--- src/rtl/bcd_display_formatter.sv ---
// Binary-to-BCD formatter feeding an 8-digit LED driver: double dabble, one bit per clock.
// Outputs only change on completion, so the driver never sees a half-converted value.
//
// state    | meaning
// ---------|-----------------------------------------------------------
// ST_IDLE  | waiting for start; data/dps/ovf hold the last result
// ST_SHIFT | one add-3 + shift iteration per clock, 32 iterations
// ST_LOAD  | publish BCD (or error pattern) and pulse done
module bcd_display_formatter #(
    parameter logic [31:0] ERR_PATTERN = 32'hEEEE_EEEE
) (
    input  logic        clk,
    input  logic        resetn,
    input  logic [31:0] value,
    input  logic        dp_en,
    input  logic [2:0]  dp_pos,
    input  logic        start,
    output logic        busy,
    output logic        done,
    output logic        ovf,
    output logic [31:0] data,
    output logic [7:0]  dps
);

    localparam logic [31:0] MAX_VALUE = 32'd99_999_999;

    typedef enum logic [1:0] {
        ST_IDLE  = 2'd0,
        ST_SHIFT = 2'd1,
        ST_LOAD  = 2'd2
    } state_t;

    state_t      r_state;
    state_t      w_next;
    logic [31:0] r_bin;
    logic [31:0] r_bcd;
    logic [4:0]  r_cnt;
    logic        r_ovf_pend;
    logic        r_dp_en;
    logic [2:0]  r_dp_pos;
    logic        r_done;
    logic        r_ovf;
    logic [31:0] r_data;
    logic [7:0]  r_dps;
    logic [31:0] w_bcd_adj;
    logic        w_too_big;
    logic        w_last;

    assign w_too_big = (value > MAX_VALUE);
    assign w_last    = (r_cnt == 5'd31);

    // Per-nibble correction is a plain 4-bit add; no carry crosses digits.
    always_comb begin
        w_bcd_adj = r_bcd;
        for (int i = 0; i < 8; i++) begin
            if (r_bcd[4*i +: 4] >= 4'd5)
                w_bcd_adj[4*i +: 4] = r_bcd[4*i +: 4] + 4'd3;
        end
    end

    always_ff @(posedge clk or negedge resetn) begin
        if (!resetn)
            r_state <= ST_IDLE;
        else
            r_state <= w_next;
    end

    always_comb begin
        w_next = r_state;
        case (r_state)
            ST_IDLE:  if (start) w_next = w_too_big ? ST_LOAD : ST_SHIFT;
            ST_SHIFT: if (w_last) w_next = ST_LOAD;
            ST_LOAD:  w_next = ST_IDLE;
            default:  w_next = ST_IDLE;
        endcase
    end

    always_ff @(posedge clk or negedge resetn) begin
        if (!resetn) begin
            r_bin      <= '0;
            r_bcd      <= '0;
            r_cnt      <= '0;
            r_ovf_pend <= 1'b0;
            r_dp_en    <= 1'b0;
            r_dp_pos   <= '0;
            r_done     <= 1'b0;
            r_ovf      <= 1'b0;
            r_data     <= '0;
            r_dps      <= '0;
        end else begin
            r_done <= 1'b0;
            case (r_state)
                ST_IDLE: begin
                    if (start) begin
                        r_bin      <= value;
                        r_bcd      <= '0;
                        r_cnt      <= '0;
                        r_ovf_pend <= w_too_big;
                        r_dp_en    <= dp_en;
                        r_dp_pos   <= dp_pos;
                    end
                end
                ST_SHIFT: begin
                    r_bcd <= {w_bcd_adj[30:0], r_bin[31]};
                    r_bin <= {r_bin[30:0], 1'b0};
                    r_cnt <= r_cnt + 5'd1;
                end
                ST_LOAD: begin
                    r_done <= 1'b1;
                    if (r_ovf_pend) begin
                        r_data <= ERR_PATTERN;
                        r_dps  <= 8'hFF;
                        r_ovf  <= 1'b1;
                    end else begin
                        r_data <= r_bcd;
                        r_dps  <= r_dp_en ? (8'h01 << r_dp_pos) : 8'h00;
                        r_ovf  <= 1'b0;
                    end
                end
                default: ;
            endcase
        end
    end

    assign busy = (r_state != ST_IDLE);
    assign done = r_done;
    assign ovf  = r_ovf;
    assign data = r_data;
    assign dps  = r_dps;

endmodule

--- config.mk ---
export PLATFORM = sky130hd
export DESIGN_NAME = bcd_display_formatter
export DESIGN_NICKNAME = d
export VERILOG_FILES = /design/src/rtl/bcd_display_formatter.sv
export SDC_FILE = /design/constraint.sdc
export NUM_CORES = 1
export LEC_CHECK = 0
export ABC_AREA = 1
export BUFFER_PORTS_ARGS = -buffer_cell sky130_fd_sc_hd__clkbuf_2
export CAP_MARGIN = 20
export CORE_ASPECT_RATIO = 2
export CORE_MARGIN = 2
export CORE_UTILIZATION = 60
export CTS_CLUSTER_SIZE = 14
export DETAILED_ROUTE_END_ITERATION = 12
export PLACE_DENSITY = 0.95
export SKIP_LAST_GASP = 1
export SYNTH_ARGS = -nofsm -noshare
export SYNTH_HDL_FRONTEND = slang
export SYNTH_SLANG_ARGS = --single-unit
--- constraint.sdc ---
create_clock -name clk -period 3.1 [get_ports clk]
set_clock_uncertainty 0.05 [all_clocks]
set_input_delay 0 -clock clk [delete_from_list [all_inputs] [get_ports clk]]
set_output_delay 0 -clock clk [all_outputs]
set_load 0.005 [all_outputs]
==> impl_metrics.env, run 1 <==
export IMPL_hp_class="input port to async pin"
export IMPL_ys_types=29
export IMPL_rows=49
export IMPL_ys_seq_area_share_pct=54.2
export IMPL_maxCapViolCount=0
export IMPL_gp_congestion=0.871
export IMPL_vias=4889
export IMPL_wire_per_inst_um=17.3
export IMPL_cts_buffer_depth=2
export IMPL_grt_overflow=0
export IMPL_post_place_cells=755
export IMPL_clk_root_buffer_cell="clkbuf_16"
export IMPL_rsz0062_at_grt="false"
export IMPL_antenna_found_initial=0
export IMPL_crit_path_start_kind="flop"
export IMPL_grt_pass1_vias=5003
export IMPL_yosys_warnings=0
export IMPL_finalHoldViolations=0
export IMPL_numCtsBuffers=17
export IMPL_cts_resized=0
export IMPL_finalSetupTns_ps=0
export IMPL_fmax_ghz=0.369
export IMPL_finish_utilization_pct=76.7
export IMPL_dp_hpwl_um=8640
export IMPL_cp_required_ps=3350
export IMPL_placed_cell_area_sq_um=5880
export IMPL_worstPathMaxFanout=40
export IMPL_grt_start_max_net_pins=61
export IMPL_finalSetupViolations=0
export IMPL_htreeDepth=4
export IMPL_p_total_mw=4.66
export IMPL_vias_per_cell=5.91
export IMPL_setup_ws_ps=391
export IMPL_vdd_ir_drop_max_mv=0.516
export IMPL_coreArea_sq_um=8890
export IMPL_tritoncts="yes"
export IMPL_num_io_pins=82
export IMPL_slew_headroom_pct=45.0
export IMPL_p_leak_nw=3.23
export IMPL_grt_usage_pct=31.2
export IMPL_initial_core_util_pct=61.3
export IMPL_die_area_sq_um=9910
export IMPL_ys_top_cells_by_area="dfrtp_1 (54%), nand2_1 (7.3%), o21ai_0 (6.0%)"
export IMPL_die_w_um=71.4
export IMPL_path_clk_slew_ps=50
export IMPL_powerDensity_nw_per_um2=683
export IMPL_clk_latency_ps=420
export IMPL_cts_sinks=118
export IMPL_syn_cell_area_sq_um=5450
export IMPL_grt_pass1_wl_um=24000
export IMPL_arrival_ps=2950
export IMPL_slew_violations=0
export IMPL_io_buffer_count=81
export IMPL_die_y_um=139
export IMPL_first_pass_iters=6
export IMPL_end_kind="flop"
export IMPL_status="finished clean"
export IMPL_fin_cells=827
export IMPL_post_cts_setup_buffers=0
export IMPL_initialDrtViolationCount=496
export IMPL_period_share_pct=87.4
export IMPL_synth_largest_area_cell="dfrtp_1"
export IMPL_drive_gt1_share_pct=19.2
export IMPL_fin_hold_ws_ps=154
export IMPL_syn_inst=593
export IMPL_syn_avg_cell_area_sq_um=9.19
export IMPL_synth_seq_cells=118
export IMPL_crit_type="flop to flop"
export IMPL_design_area_sq_um=6820
export IMPL_synth_top_area_share_pct=54.2
export IMPL_fin_crit_ps=2710
export IMPL_synth_nets=650
export IMPL_postRouteAntennaNets=0
export IMPL_area_growth_pct=25.2
export IMPL_diodes=0
export IMPL_post_route_drc_count=0
export IMPL_layout_nets=772
export IMPL_worst_pin_slew_ps=823
export IMPL_place_ws_ps=1020
export IMPL_routed_wl_um=14300
[worst paths after layout]
check                           start     endpoint  slack [ps]  depth (start not counted)
setup / recovery           r_state[0]    r_bin[29]         390                          7
setup reg to reg           r_state[0]    r_bin[29]         390                          7
max in group asynchronous      resetn       dps[7]        2060                          3
min in group clk            dp_pos[2]  r_dp_pos[2]         300                          4
hold reg to reg              r_bin[6]     r_bin[6]         430                          2
hold / removal                 resetn     data[15]         150                          2
[report_power, final]
group	leakage [nW]	internal (mW)	total, mW	switching [mW]
registers	1.46	1.85	2.05	0.199
logic	1.50	0.371	0.865	0.493
clock network	0.261	1.08	1.75	0.664
[critical path, stage by stage, from the launching register on]
cell and delay [ps]:
dfrtp_1 460, nor2_2 240, nand2_4 150, nand2_4 390
inv_2 350, a22oi_2 260, o21ai_1 110, dlygate4sd3_1 560
[area by class of cell]
| type | instances | area, sq um |
|---|---|---|
| sequential | 118 | 2950 |
| multi-input combinational | 389 | 2120 |
| fill | 544 | 2070 |
| timing repair buffer | 126 | 866 |
| clock buffer | 24 | 492 |
| inverter | 63 | 236 |
| tap | 102 | 128 |
| clock inverter | 5 | 25.0 |
[layout by cell type, fill, tap and decap left out, types with 12 or more instances in the layout]
cell,instances
clkbuf_16,17
inv_1,57
a21oi_1,59
clkbuf_2,80
nand3_1,12
dfrtp_1,118
dlygate4sd3_1,43
ha_1,18
nand2_1,106
a22oi_1,23
nor2_1,52
o21ai_0,65
[flip-flops by register name, summed over array words and instances, names as in the netlist]
register,count
done,1
r_dp_pos,3
r_state,2
dps,8
ovf,1
r_bin,32
r_cnt,5
data,32
r_ovf_pend,1
r_bcd,32
r_dp_en,1
[Yosys cell counts]
| cell | n |
|---|---|
| clkbuf_1 | 5 |
| o22ai_2 | 8 |
| nand2_1 | 106 |
| nand3_1 | 12 |
| inv_2 | 6 |
| o22ai_1 | 1 |
| a22o_1 | 2 |
| a21oi_1 | 59 |
| a22oi_2 | 1 |
| nor2_1 | 52 |
| inv_1 | 57 |
| o21ai_1 | 10 |
| dfrtp_1 | 118 |
| a32o_1 | 1 |
| or2_2 | 8 |
| nor2_4 | 2 |
| xor2_1 | 8 |
| a22oi_1 | 23 |
| nor2_2 | 1 |
| nand2_4 | 3 |
| buf_6 | 3 |
| o21ai_2 | 1 |
| ha_1 | 18 |
| o221ai_1 | 6 |
| nand4_1 | 1 |
| buf_2 | 11 |
| o21ai_0 | 65 |
| nor3_1 | 1 |
| buf_4 | 4 |
[per-layer routing]
layer,wire length [um],track usage [%],up-vias
met5,0,0,-
met4,816,18.3,0
met3,835,8.50,79
met2,7470,51.2,241
met1,5150,35.7,2353
li1,-,-,2216
[kinds of logic after synthesis]
group / share of synthesized area [%]
compound gates: 19.3
xor+xnor: 1.29
fa+ha+maj: 4.13
buf+inv: 6.86
flops: 54.2
simple gates: 14.3
[timing repair]
item / 4_1_cts / 5_1_grt
setup endpoints to repair: 0 / 0
endpoints found under the hold margin: 97 / 0
hold buffers: 43 / 0
Power figures use the tool's default switching activity.
==> run 2, diff against run 1 <==
--- a/config.mk
+++ b/config.mk
@@ -6,13 +6,15 @@
 export NUM_CORES = 1
 export LEC_CHECK = 0
 export ABC_AREA = 1
-export BUFFER_PORTS_ARGS = -buffer_cell sky130_fd_sc_hd__clkbuf_2
 export CAP_MARGIN = 20
+export CELL_PAD_IN_SITES_DETAIL_PLACEMENT = 1
+export CELL_PAD_IN_SITES_GLOBAL_PLACEMENT = 1
 export CORE_ASPECT_RATIO = 2
 export CORE_MARGIN = 2
-export CORE_UTILIZATION = 60
+export CORE_UTILIZATION = 52
 export CTS_CLUSTER_SIZE = 14
 export DETAILED_ROUTE_END_ITERATION = 12
+export DONT_BUFFER_PORTS = 1
 export PLACE_DENSITY = 0.95
 export SKIP_LAST_GASP = 1
 export SYNTH_ARGS = -nofsm -noshare
==> impl_metrics.env, run 2 (same netlist as run 1, synthesis figures left out) <==
export IMPL_status="finished clean"
export IMPL_path_buf_inv=2
export IMPL_cts_resized=0
export IMPL_rows=52
export IMPL_hold_buffers=50
export IMPL_critPathMaxStageDelay_ps=630
export IMPL_cp_slowest_cell="dlygate4sd3_1"
export IMPL_antenna_found_initial=0
export IMPL_die_area_sq_um=11400
export IMPL_die_y_um=149
export IMPL_grt_pass1_wl_um=29500
export IMPL_pwr_share_seq_pct=43.3
export IMPL_post_cts_setup_buffers=0
export IMPL_finalSetupViolations=0
export IMPL_drive_gt1_share_pct=9.80
export IMPL_tritoncts="yes"
export IMPL_final_common_cell="dfrtp_1"
export IMPL_initialDrtViolationCount=308
export IMPL_arrival_ps=3170
export IMPL_io_buffer_count=0
export IMPL_postRouteAntennaNets=0
export IMPL_cts_buffer_depth=2
export IMPL_diodes=0
export IMPL_powerDensity_nw_per_um2=740
export IMPL_htreeDepth=4
export IMPL_fin_crit_ps=2920
export IMPL_vdd_ir_drop_max_mv=0.573
export IMPL_wire_per_inst_um=23.9
export IMPL_clk_latency_ps=420
export IMPL_finalHoldViolations=0
export IMPL_period_share_pct=94.3
export IMPL_slew_headroom_pct=40.7
export IMPL_path_clk_slew_ps=60
export IMPL_worst_pin_slew_ps=889
export IMPL_cts_sinks=118
export IMPL_routed_wl_um=18800
export IMPL_coreArea_sq_um=10100
export IMPL_path_delay_family="buffers and inverters"
export IMPL_numCtsBuffers=17
export IMPL_mostFrequentLayoutCells="dfrtp_1 (118), nand2_1 (106), o21ai_0 (65)"
export IMPL_combPwrFrac_pct=14.7
export IMPL_crit_chain="nor2_2 > nand2_4 > nand2_4 > inv_2 > a22oi_2 > o21ai_1 > dlygate4sd3_1"
export IMPL_crit_path_start_kind="flop"
export IMPL_rsz0062_at_grt="false"
export IMPL_maxCapViolCount=0
export IMPL_gp_congestion=0.803
export IMPL_area_growth_pct=21.3
export IMPL_cp_required_ps=3340
export IMPL_grt_start_max_net_pins=119
export IMPL_grt_overflow=0
export IMPL_end_kind="flop"
export IMPL_p_leak_nw=2.94
export IMPL_dp_hpwl_um=9430
export IMPL_vias_per_cell=6.06
export IMPL_worstPathMaxFanout=40
export IMPL_vias=4775
export IMPL_clk_root_buffer_cell="clkbuf_16"
export IMPL_finalSetupTns_ps=0
export IMPL_fin_cells=788
export IMPL_crit_type="flop to flop"
export IMPL_hp_class="input port to flop"
export IMPL_internal_power_mw=3.37
export IMPL_crit_top_cell="nand2_4"
export IMPL_grt_usage_pct=34.5
export IMPL_num_io_pins=82
export IMPL_die_w_um=76.4
export IMPL_fill_cells=1141
export IMPL_post_route_drc_count=0
export IMPL_swShare_pct=31.1
export IMPL_layout_nets=697
export IMPL_first_pass_iters=5
export IMPL_initial_core_util_pct=53.7
export IMPL_p_sw_mw=1.52
export IMPL_post_place_cells=706
export IMPL_slew_violations=0
export IMPL_grt_pass1_vias=5478
export IMPL_fmax_ghz=0.342
export IMPL_power_frac_clock_pct=41.9
==> run 2: metal layers <==
metal / track usage, % / vias up / part of all wire [%]
li1: - / 2064 / -
met1: 33.9 / 2418 / 34
met2: 64.2 / 208 / 55
met3: 8.78 / 85 / 4.8
met4: 20.5 / 0 / 5.8
met5: 0 / - / 0
==> run 2: area by class of cell <==
cell class / count / area (sq um) / share of cell area, %
clock buffers: 17 / 425 / 6.43
clock inverters: 15 / 181 / 2.74
inverters: 63 / 236 / 3.58
multi-input cells: 389 / 2120 / 32.1
flip-flops and latches: 118 / 2950 / 44.6
well taps: 135 / 169 / 2.55
repair buffers: 51 / 526 / 7.95
==> run 2: worst min-delay path: cells and delay by family <==
family	cells	cell delay (ps)
AOI/OAI and AO/OA	1	100
and+or+nand+nor	4	380
==> run 2: power groups by stage <==
stage                     sequential, mW  clock, mW  combinational, mW
final                               2.12       2.05              0.722
after global routing                2.15       2.12              0.795
after CTS                           2.10       2.03              0.669
after detailed placement            2.12          0              0.532
after global placement              2.10          0              0.481
after floorplan                     2.04          0              0.433
==> run 2: through the flow <==
stage                     worst slack, ps  cell area [sq um]  power, mW  hold slack, ps  utilization [%]
after global placement               1030               5490       2.58            -341             54.1
final                                 175               6610       4.90            55.8             65.2
after floorplan                      1650               5450       2.47            -346                -
after CTS                             327               6610       4.80            12.0             65.2
after detailed placement              954               5490       2.65            -342             54.1
after global routing                 73.1               6610       5.06             102             65.2
==> run 2: path summary, 6_finish.rpt <==
| path | to | depth (start not counted) | from | slack, ps |
|---|---|---|---|---|
| worst max-delay path | r_bin[29] | 7 | r_state[0] | 180 |
| worst min-delay path | r_state[0] | 5 | value[14] | 60 |
| worst max register to register | r_bin[29] | 7 | r_state[0] | 180 |
| worst min register to register | r_bin[14] | 2 | r_bin[14] | 450 |
| max in group asynchronous | r_bcd[27] | 2 | resetn | 2390 |
| min in group asynchronous | data[13] | 2 | resetn | 120 |
==> run 3, diff against run 2 <==
--- a/config.mk
+++ b/config.mk
@@ -16,6 +16,8 @@
 export DETAILED_ROUTE_END_ITERATION = 12
 export DONT_BUFFER_PORTS = 1
 export PLACE_DENSITY = 0.95
+export RECOVER_POWER = 50
+export SETUP_SLACK_MARGIN = 0.02
 export SKIP_LAST_GASP = 1
 export SYNTH_ARGS = -nofsm -noshare
 export SYNTH_HDL_FRONTEND = slang
==> impl_metrics.env, run 3 (same netlist as run 1, synthesis figures left out) <==
export IMPL_status="finished, violations left"
export IMPL_violations="capacitance limit, slew limit"
export IMPL_design_area_sq_um=6590
export IMPL_dp_hpwl_um=9430
export IMPL_clk_latency_ps=420
export IMPL_rows=52
export IMPL_drive_gt1_share_pct=9.80
export IMPL_post_place_cells=706
export IMPL_post_route_drc_count=0
export IMPL_grt_use_met1_pct=33.9
export IMPL_worstPathMaxFanout=40
export IMPL_die_w_um=76.4
export IMPL_area_growth_pct=21.0
export IMPL_use_met2_pct=64.2
export IMPL_grt_start_max_net_pins=119
export IMPL_tritoncts="yes"
export IMPL_top_usage_layer="met2"
export IMPL_cp_required_ps=3340
export IMPL_fin_cells=788
export IMPL_vias_per_cell=6.06
export IMPL_finalSetupTns_ps=0
export IMPL_period_share_pct=94.3
export IMPL_initial_core_util_pct=53.7
export IMPL_cts_buffer_depth=2
export IMPL_numCtsBuffers=17
export IMPL_cts_sinks=118
export IMPL_crit_path_start_kind="flop"
export IMPL_postRouteAntennaNets=0
export IMPL_fin_crit_ps=2920
export IMPL_final_common_cell="dfrtp_1"
export IMPL_powerDensity_nw_per_um2=742
export IMPL_p_leak_nw=2.93
export IMPL_rsz0062_at_grt="false"
export IMPL_path_clk_slew_ps=60
export IMPL_place_ws_ps=954
export IMPL_grt_overflow=0
export IMPL_die_y_um=149
export IMPL_diodes=0
export IMPL_coreArea_sq_um=10100
export IMPL_gp_congestion=0.803
export IMPL_wire_per_inst_um=23.9
export IMPL_crit_type="flop to flop"
export IMPL_gr_usage_met3_pct=8.78
export IMPL_vdd_ir_drop_max_mv=0.573
export IMPL_slew_headroom_pct=-10.6
export IMPL_routed_wl_um=18800
export IMPL_vias=4775
export IMPL_io_buffer_count=0
export IMPL_antenna_found_initial=0
export IMPL_worst_pin_slew_ps=1660
export IMPL_finalHoldViolations=0
export IMPL_die_area_sq_um=11400
export IMPL_num_io_pins=82
export IMPL_grt_pass1_wl_um=29500
export IMPL_htreeDepth=4
export IMPL_clk_root_buffer_cell="clkbuf_16"
export IMPL_slew_violations=119
export IMPL_grt_pass1_vias=5478
export IMPL_post_cts_setup_buffers=0
export IMPL_finalSetupViolations=0
export IMPL_layout_nets=697
export IMPL_maxCapViolCount=1
export IMPL_mostFrequentLayoutCells="dfrtp_1 (118), nand2_1 (106), o21ai_0 (65)"
export IMPL_p_total_mw=4.89
export IMPL_hp_class="input port to flop"
export IMPL_first_pass_iters=5
export IMPL_fmax_ghz=0.342
export IMPL_end_kind="flop"
export IMPL_arrival_ps=3170
export IMPL_initialDrtViolationCount=308
export IMPL_grt_usage_pct=34.5
export IMPL_placed_cell_area_sq_um=5490
export IMPL_setup_ws_ps=175
-- run 3: changes by cell type in the layout (fill, tap and decap cells not counted), sizes merged --
cell / delta
clkbuf: +1
buf: -1
-- run 3: cell type report --
class                           instances  area [sq um]
Timing Repair Buffer                   51           505
Clock buffer                           17           425
Tap cell                              135           169
Multi-Input combinational cell        389          2120
Clock inverter                         15           181
Fill cell                            1143          3560
Inverter                               63           236
Sequential cell                       118          2950
-- run 3: what timing repair did --
action,4_1_cts,5_1_grt
gates resized for setup,0,0
hold endpoints to repair,157,0
endpoints found under the setup margin,0,0
hold buffers,50,0
-- run 3: worst paths after layout --
path | depth (start not counted) | slack [ps] | from | end
max | 7 | 180 | r_state[0] | r_bin[29]
min | 5 | 60 | value[14] | r_state[0]
max reg2reg | 7 | 180 | r_state[0] | r_bin[29]
min reg2reg | 2 | 450 | r_bin[14] | r_bin[14]
max in group asynchronous | 2 | 1440 | resetn | r_bcd[27]
min in group asynchronous | 2 | 500 | resetn | data[13]
-- run 3: routing by layer --
metal  share of wire (%)  routed length, um  up-vias
met5                   0                  0        -
met4                 5.8               1100        0
met3                 4.8                900       85
met2                  55              10400      208
met1                  34               6420     2418
li1                    -                  -     2064
-- run 3: worst max-delay path: stages (launching register included) --
cell and delay (ps):
dfrtp_1 480, nor2_2 270, nand2_4 180, nand2_4 410
inv_2 380, a22oi_2 210, o21ai_1 150, dlygate4sd3_1 630
-- run 3: through the flow --
stage / util [%] / hold WS (ps)
final: 65.0 / 55.8
after CTS: 65.2 / 12.0
after global routing: 65.0 / 102
after global placement: 54.1 / -341
after floorplan: - / -346
after detailed placement: 54.1 / -342
-- run 3: report_power, final --
group | internal, mW | switching [mW]
Clock | 1.27 | 0.786
Sequential | 1.85 | 0.272
Combinational | 0.256 | 0.462
Total | 3.37 | 1.52
